File: src/rtl/ammo_resupply_ctrl_pkg.sv
// Shared definitions for the ammo resupply path: FSM encoding, default sizing, mode codes.
// Included by the resupply controller and later by the weapons saturation counter.
package ammo_resupply_ctrl_pkg;

  localparam int unsigned AMMO_W_DEF   = 9;
  localparam int unsigned MAX_AMMO_DEF = 500;
  localparam int unsigned BEAT_W_DEF   = 5;
  localparam int unsigned COOLDOWN_DEF = 4;

  localparam logic [3:0] ATTACK_MODE_CODE = 4'b0010;

  typedef enum logic [2:0] {
    ST_IDLE   = 3'd0,
    ST_SNAP   = 3'd1,
    ST_FILL   = 3'd2,
    ST_COMMIT = 3'd3,
    ST_COOL   = 3'd4
  } state_t;

  // A zero cooldown still needs a legal one-bit counter.
  function automatic int unsigned cool_cnt_width(input int unsigned cooldown);
    return (cooldown < 1) ? 1 : $clog2(cooldown + 1);
  endfunction

endpackage

File: src/rtl/resupply_sat_add.sv
// Saturating adder: base count plus one supply beat, clamped to the magazine ceiling.
// Purely combinational; shared with the weapons counter.
module resupply_sat_add #(
  parameter int unsigned N        = 9,
  parameter int unsigned BEAT_W   = 5,
  parameter int unsigned MAX_AMMO = 500
) (
  input  logic [N-1:0]      i_base,
  input  logic [BEAT_W-1:0] i_add,
  output logic [N-1:0]      o_sum
);

  localparam logic [N:0] MAX_W = (N+1)'(MAX_AMMO);

  logic [N:0] w_sum;

  // One extra bit so a beat on a nearly full magazine cannot wrap before the clamp.
  assign w_sum = {1'b0, i_base} + {{(N+1-BEAT_W){1'b0}}, i_add};
  assign o_sum = (w_sum >= MAX_W) ? MAX_W[N-1:0] : w_sum[N-1:0];

endmodule

File: src/rtl/ammo_resupply_ctrl.sv
// Reload controller: snapshots the magazine, accepts depot beats (ready only in FILL), commits one load strobe.
// Commit lands one cycle after the last beat; define RESUPPLY_INTERLOCK_EN to add the fire_inhibit output.
module ammo_resupply_ctrl
  import ammo_resupply_ctrl_pkg::*;
#(
  parameter int unsigned N        = AMMO_W_DEF,
  parameter int unsigned MAX_AMMO = MAX_AMMO_DEF,
  parameter int unsigned BEAT_W   = BEAT_W_DEF,
  parameter int unsigned COOLDOWN = COOLDOWN_DEF
) (
  input  logic              clk,
  input  logic              rst,
  input  logic              reload_req,
  input  logic [N-1:0]      ammo_cur,
  input  logic              sup_valid,
  input  logic [BEAT_W-1:0] sup_rounds,
  output logic              sup_ready,
  output logic              ammo_load,
  output logic [N-1:0]      ammo_val,
  output logic              reloading
`ifdef RESUPPLY_INTERLOCK_EN
  ,
  output logic              fire_inhibit
`endif
);

  localparam int unsigned      CNT_W     = cool_cnt_width(COOLDOWN);
  localparam logic [N-1:0]     MAX_N     = N'(MAX_AMMO);
  localparam logic [CNT_W-1:0] COOL_LAST = CNT_W'((COOLDOWN == 0) ? 0 : COOLDOWN - 1);

  state_t           r_state;
  logic [N-1:0]     r_acc;
  logic [CNT_W-1:0] r_cool_cnt;

  state_t           w_state_nxt;
  logic [N-1:0]     w_acc_nxt;
  logic [CNT_W-1:0] w_cool_nxt;
  logic [N-1:0]     w_sum;
  logic             w_beat;

  resupply_sat_add #(
    .N        (N),
    .BEAT_W   (BEAT_W),
    .MAX_AMMO (MAX_AMMO)
  ) u_sat_add (
    .i_base (r_acc),
    .i_add  (sup_rounds),
    .o_sum  (w_sum)
  );

  always_ff @(posedge clk) begin
    if (!rst) begin
      r_state    <= ST_IDLE;
      r_acc      <= '0;
      r_cool_cnt <= '0;
    end else begin
      r_state    <= w_state_nxt;
      r_acc      <= w_acc_nxt;
      r_cool_cnt <= w_cool_nxt;
    end
  end

  always_comb begin
    w_state_nxt = r_state;
    w_acc_nxt   = r_acc;
    w_cool_nxt  = r_cool_cnt;
    sup_ready   = 1'b0;
    ammo_load   = 1'b0;
    ammo_val    = '0;
    reloading   = 1'b0;
    w_beat      = 1'b0;

    case (r_state)
      ST_IDLE: begin
        if (reload_req) w_state_nxt = ST_SNAP;
      end
      ST_SNAP: begin
        reloading = 1'b1;
        w_acc_nxt = ammo_cur;
        w_state_nxt = (ammo_cur >= MAX_N) ? ST_IDLE : ST_FILL;
      end
      ST_FILL: begin
        reloading = 1'b1;
        sup_ready = 1'b1;
        w_beat    = sup_valid;
        if (w_beat) w_acc_nxt = w_sum;
        // An abort in the same cycle as a beat still keeps that beat.
        if ((w_beat && (w_sum == MAX_N)) || !reload_req) w_state_nxt = ST_COMMIT;
      end
      ST_COMMIT: begin
        reloading   = 1'b1;
        ammo_load   = 1'b1;
        ammo_val    = r_acc;
        w_cool_nxt  = '0;
        w_state_nxt = (COOLDOWN == 0) ? ST_IDLE : ST_COOL;
      end
      ST_COOL: begin
        if (r_cool_cnt == COOL_LAST) begin
          w_cool_nxt  = '0;
          w_state_nxt = ST_IDLE;
        end else begin
          w_cool_nxt = r_cool_cnt + CNT_W'(1);
        end
      end
      default: w_state_nxt = ST_IDLE;
    endcase
  end

`ifdef RESUPPLY_INTERLOCK_EN
  logic r_fire_inhibit;

  always_ff @(posedge clk) begin
    if (!rst) begin
      r_fire_inhibit <= 1'b0;
    end else begin
      r_fire_inhibit <= (w_state_nxt == ST_SNAP) || (w_state_nxt == ST_FILL) ||
                        (w_state_nxt == ST_COMMIT);
    end
  end

  assign fire_inhibit = r_fire_inhibit;
`endif

endmodule
File: config.mk
export PLATFORM = sky130hd
export DESIGN_NAME = ammo_resupply_ctrl
export DESIGN_NICKNAME = d
export VERILOG_FILES = /design/src/rtl/ammo_resupply_ctrl_pkg.sv /design/src/rtl/resupply_sat_add.sv /design/src/rtl/ammo_resupply_ctrl.sv
export SDC_FILE = /design/constraint.sdc
export NUM_CORES = 1
export LEC_CHECK = 0
export CAP_MARGIN = 30
export CORE_AREA = 2 2 54 56
export DETAILED_ROUTE_END_ITERATION = 10
export DIE_AREA = 0 0 56 58
export PLACE_DENSITY = 0.82
export REMOVE_ABC_BUFFERS = 1
export SKIP_LAST_GASP = 1
export SLEW_MARGIN = 40
export SYNTH_ARGS = -nofsm -noshare
export SYNTH_HDL_FRONTEND = slang
export SYNTH_HIERARCHICAL = 1
export SYNTH_SLANG_ARGS = --single-unit
export TNS_END_PERCENT = 50
File: constraint.sdc
create_clock -name clk -period 4.73 [get_ports clk]
set_clock_uncertainty 0.1 [all_clocks]
set_input_delay 0.946 -clock clk [delete_from_list [all_inputs] [get_ports clk]]
set_output_delay 0.946 -clock clk [all_outputs]
set_load 0.02 [all_outputs]
* Word level (Yosys, flattened, before mapping) *
Index checks and enable logic that the tools add are counted.

operators by class
  $lt $le $gt $ge = 2
  muxes and demuxes = 14
  equality and inequality tests = 10
  add/subtract/negate cells = 2
  reductions and logical operators = 9

operators with widths
  cell                                                                     count
  9-bit 2-to-1 mux                                                         3
  9-bit case mux with 2 select lines                                       1
  3-bit case mux with 5 select lines                                       1
  3-bit 2-to-1 mux                                                         4
  9-bit by 5-bit adder with 10-bit output                                  1
  10-bit by 9-bit >= comparator with 1-bit output (second input constant)  1
  3-bit by 2-bit == test with 1-bit output (second input constant)         3
  9-bit == test (second input constant)                                    1
  9-bit >= comparator (second input constant)                              1
  2-bit inequality test (second input constant)                            4
  3-bit case mux with 2 select lines                                       1
  2-bit nonzero test                                                       2
  3-bit by 1-bit adder with 3-bit output (second input constant)           1
  3-bit by 1-bit == test with 1-bit output (second input constant)         1
  3-bit == test (second input constant)                                    1
  3-bit zero test                                                          1
  1-bit 2-to-1 mux                                                         3
  3-bit AND reduction                                                      1
  3-bit OR reduction                                                       1
  2-bit 2-to-1 mux                                                         1
  2-bit AND reduction                                                      1
  1-bit logical AND                                                        1
  1-bit zero test                                                          1
  1-bit logical OR                                                         1

storage, ports and cells
  input bits = 18
  word-level logic and storage cells = 40
  flip-flop bits (word level) = 15
  output and inout bits = 12

* Depth between registers and ports, before layout *
  word-level depth = 8
  depth in mapped cells = 13
  gate-level depth less buffers = 13

* Hierarchy *
Netlist, hierarchy kept.

by module, submodules not included
  module              cells each  instances  seq. area each (um^2)  area each (um^2)
  ammo_resupply_ctrl  92          1          300.3                  819.5
  resupply_sat_add    59          1          0.0                    412.9

* Least setup slack after synthesis *
OpenSTA, ideal clock, no wires.

  kind = input-to-reg
  start point = input sup_rounds[0]
  end point = register r_state[0]
  path buffers = 0
  path slack = 0.943 ns
  required time = 4.538 ns
  setup time = 0.092 ns
  stages = 13
  data arrival time = 3.595 ns
  cell sequence = ha_1 -> inv_1 -> fa_1 -> nand2b_2 -> a21oi_2 -> xnor2_1 -> or4_4 -> o21ai_4 -> a21oi_1 -> nand4b_1 -> or4_1 -> a31o_1 -> nor4_1

between the ends
  cells in the longest elaborated chain, start to end = 8

ends and longest elaborated chain
  what                                             line                      source
  from (decl)                                      ammo_resupply_ctrl.sv:16  input logic [BEAT_W-1:0] sup_rounds,
  9-bit by 5-bit adder with 10-bit output *        resupply_sat_add.sv:18    assign w_sum = {1'b0, i_base} + {{(N+1-BEAT_W){1'b0}}, i_add};
  10-bit by 9-bit >= comparator with 1-bit output  resupply_sat_add.sv:19    assign o_sum = (w_sum >= MAX_W) ? MAX_W[N-1:0] : w_sum[N-1:0];
  9-bit 2-to-1 mux *                               resupply_sat_add.sv:19
  net w_sum[3]                                     ammo_resupply_ctrl.sv:38  logic [N-1:0] w_sum;
  9-bit == test *                                  ammo_resupply_ctrl.sv:88  if ((w_beat && (w_sum == MAX_N)) || !reload_req) w_state_nxt = ST_COMMIT;
  1-bit logical AND *                              ammo_resupply_ctrl.sv:88
  1-bit logical OR *                               ammo_resupply_ctrl.sv:88
  2-bit inequality test (no line) *                --
  3-bit AND reduction (no line) *                  --
  to (signal assigned)                             ammo_resupply_ctrl.sv:57  r_state <= w_state_nxt;
  to (decl)                                        ammo_resupply_ctrl.sv:31  state_t r_state;

The timed path passes the listed nets; every way through them passes the cells marked *.
A chain may end at the register's enable or synchronous reset.

* Final worst setup path *
Ends and elaborated chain as after synthesis.

==> qor.csv <==
stage;metric;value;unit
final_layout;drive_gt1_frac;0.106;
sta;drv_slew;0;
global_route;grt_use_total;0.185;
logic_synthesis;synth_compound_area_frac;0.242;
clocking;clk_latency;0.29;ns
logic_synthesis;synth_adder_area_share;0.0772;
final_layout;area_delta_synth_final;26.6;%
sta;hold_ws;0.353;ns
sta;max_slew.worst_pin.slew;0.578;ns
final_layout;finish.utilization;0.586;
sta;hold_violations;0;
routing;drc_errors;0;
logic_synthesis;synth_top_family_by_area;simple AND/OR/NAND/NOR gates;
routing;viasPerCell;5.70;
logic_synthesis;synth-edff-count;0;
setup_path;worstPathRequired;4.83;ns
global_route;grt_max_degree;19;
routing;dr.pass1.iters;5;
logic_synthesis;synth_area;1230;sq um
floorplan;start_util;0.463;
placement;post-place-ws;0.223;ns
logic_synthesis;ys_seq_elements;15;
power_and_ir_drop;power.density;259;nW/um^2
logic_synthesis;synth.distinct_cells;50;
setup_path;endpoint_kind;register;
setup_path;worstPathArrival;4.30;ns
clocking;postCtsResizedCells;0;
routing;drt_iter0_drc;39;
logic_synthesis;yosysMostFrequentCell;nor2_1;
final_layout;final_nets;206;
floorplan;die_y;58;microns
setup_path;worstPathMaxFanout;5;
sta;setup_violations;0;
final_layout;final_cells;211;
logic_synthesis;synth_xor_area_frac;0.0284;
global_route;grt_pass1_wl;4.77;mm
placement;numPortBuffers;29;
clocking;h-tree-depth;1;
placement;place_congestion;0.878;
placement;place_inst;207;
routing;wl_met2;1.45;mm
final_layout;final_area;1560;sq um
routing;route.met3.wl;172;microns
floorplan;placementRows;19;
setup_path;startpoint_type;input port;
power_and_ir_drop;ir_drop;155;uV
clocking;cts_tree;yes;
routing;wl_met1;1.24;mm
global_route;grt_pass1_vias;1090;
sta;final.setup.tns;0;ns
logic_synthesis;synth_top_area_share;0.244;
logic_synthesis;syn_inst;151;
global_route;grt-ovfl-total;0;
clocking;clockRootBuffer;clkbuf_4;
setup_path;ff2ff_setup_slack;1.24;ns
clocking;clock_path_buffers;2;
routing;avgRoutedWirePerCell;13.9;microns
logic_synthesis;synth_commonest_cells;nor2_1, dfxtp_1, a21oi_1;
logic_synthesis;yosysTopAreaCell;dfxtp_1;
logic_synthesis;ys_top_cells_by_area;dfxtp_1, mux2i_1, a211oi_1;
logic_synthesis;synth-simple-area-share;0.256;
routing;ant_nets;0;
worst_hold_path;hold_class;register to register;
floorplan;coreArea;2660;sq um
final_layout;diodes;0;
logic_synthesis;yosysSeqAreaShare;0.244;
floorplan;die_x;56;microns
floorplan;die_area;3250;sq um
clocking;path_clk_slew;0.10;ns
sta;maxSlewHeadroom;0.614;
logic_synthesis;synthMuxAreaShare;0.0904;
logic_synthesis;async_flop_share;0;
routing;vias;1203;
logic_synthesis;synth_area_per_cell;8.16;sq um
floorplan;io_pins;30;
placement;place_area;1530;sq um
clocking;cts_sinks;15;
logic_synthesis;ys_warn_count;6;
placement;hpwl;2.33;mm
run;maxCapViolCount;0;
sta;timing.final.ws_setup;0.528;ns
sta;period_share;0.888;
sta;fmax;238;MHz
power_and_ir_drop;leakage;0.602;nW
sta;period_needed;4.20;ns
clocking;numCtsBuffers;3;
sta;rsz0062_at_grt;no;
clocking;holdBufCountCts;0;
setup_path;criticalPathCategory;input port to register;
routing;routed_wl;2.93;mm
clocking;post_cts_buffers;0;
power_and_ir_drop;finalPower;403;uW
global_route;grt_antenna_before_repair;0;
logic_synthesis;ys_dominant_reg_cell;dfxtp_1;
run_status;status;finished, final reports clean;
routing;dr.max_layer_used;met4;
-- layer usage --
layer	up-vias	track usage
li1	606	-
met3	10	0.0268
met1	541	0.220
met4	0	0.102
met5	-	0
met2	46	0.321
-- final timing paths --
kind                         startpoint                    endpoint  cells past startpoint
min          r_cool_cnt[2]$_SDFFE_PN0P_  r_cool_cnt[2]$_SDFFE_PN0P_                      2
max reg2reg       r_acc[0]$_SDFFE_PN0P_     r_state[0]$_SDFFE_PN0P_                     13
min reg2reg  r_cool_cnt[2]$_SDFFE_PN0P_  r_cool_cnt[2]$_SDFFE_PN0P_                      2
max                       sup_rounds[0]     r_state[0]$_SDFFE_PN0P_                     14
-- cell families after synthesis --
logic type / after synthesis
AND/OR/NAND/NOR: 58
AO/OA/AOI/OAI: 41
buffers and inverters: 15
flip-flops: 15
multiplexers: 11
adder cells (fa/ha/maj): 7
XOR/XNOR: 4
-- flip-flops by register name (all words and copies together), names as in the netlist --
name and flops:
r_acc 9, r_cool_cnt 3, r_state 3
-- cells in the final DEF, fill, tap and decap left out, drive strengths merged --
cell type,count
a2111oi,2
a211oi,10
a21boi,1
a21o,3
a21oi,14
a22o,1
a311oi,1
a31o,1
a31oi,1
and2,9
and3,1
buf,2
clkbuf,3
clkdlybuf4s50,29
clkinv,1
dfxtp,15
fa,1
ha,6
inv,9
mux2,1
mux2i,10
nand2,8
nand2b,2
nand3,5
nand3b,2
nand4,2
nand4b,1
nor2,19
nor2b,2
nor3b,2
nor4,1
o211a,1
o21ai,5
o31ai,1
or2b,1
or3,1
or4,2
xnor2,2
xor2,2
-- power breakdown --
part	leakage (nW)	internal [mW]	switching [mW]	total (mW)
Sequential	0.123	0.140	0.0205	0.161
Clock	0.0177	0.0315	0.0439	0.0753
Combinational	0.461	0.0771	0.0901	0.167
-- area by class of cell --
cell class / count / area, sq um
Multi-Input combinational cell: 121 / 855
Timing Repair Buffer: 31 / 305
Clock inverter: 1 / 5.00
Inverter: 9 / 33.8
Sequential cell: 15 / 300
Fill cell: 256 / 1100
Tap cell: 31 / 38.8
Clock buffer: 3 / 22.5
-- critical path: stages --
cell	delay (ns)
clkdlybuf4s50_1	0.46
ha_1	0.15
inv_1	0.05
fa_1	0.36
nand2b_2	0.23
a21oi_2	0.19
xnor2_1	0.12
or4_4	0.56
o21ai_4	0.17
a21oi_1	0.11
nand4b_1	0.16
or4_1	0.40
a31o_1	0.23
nor4_1	0.15
Power figures use the tool's default switching activity.
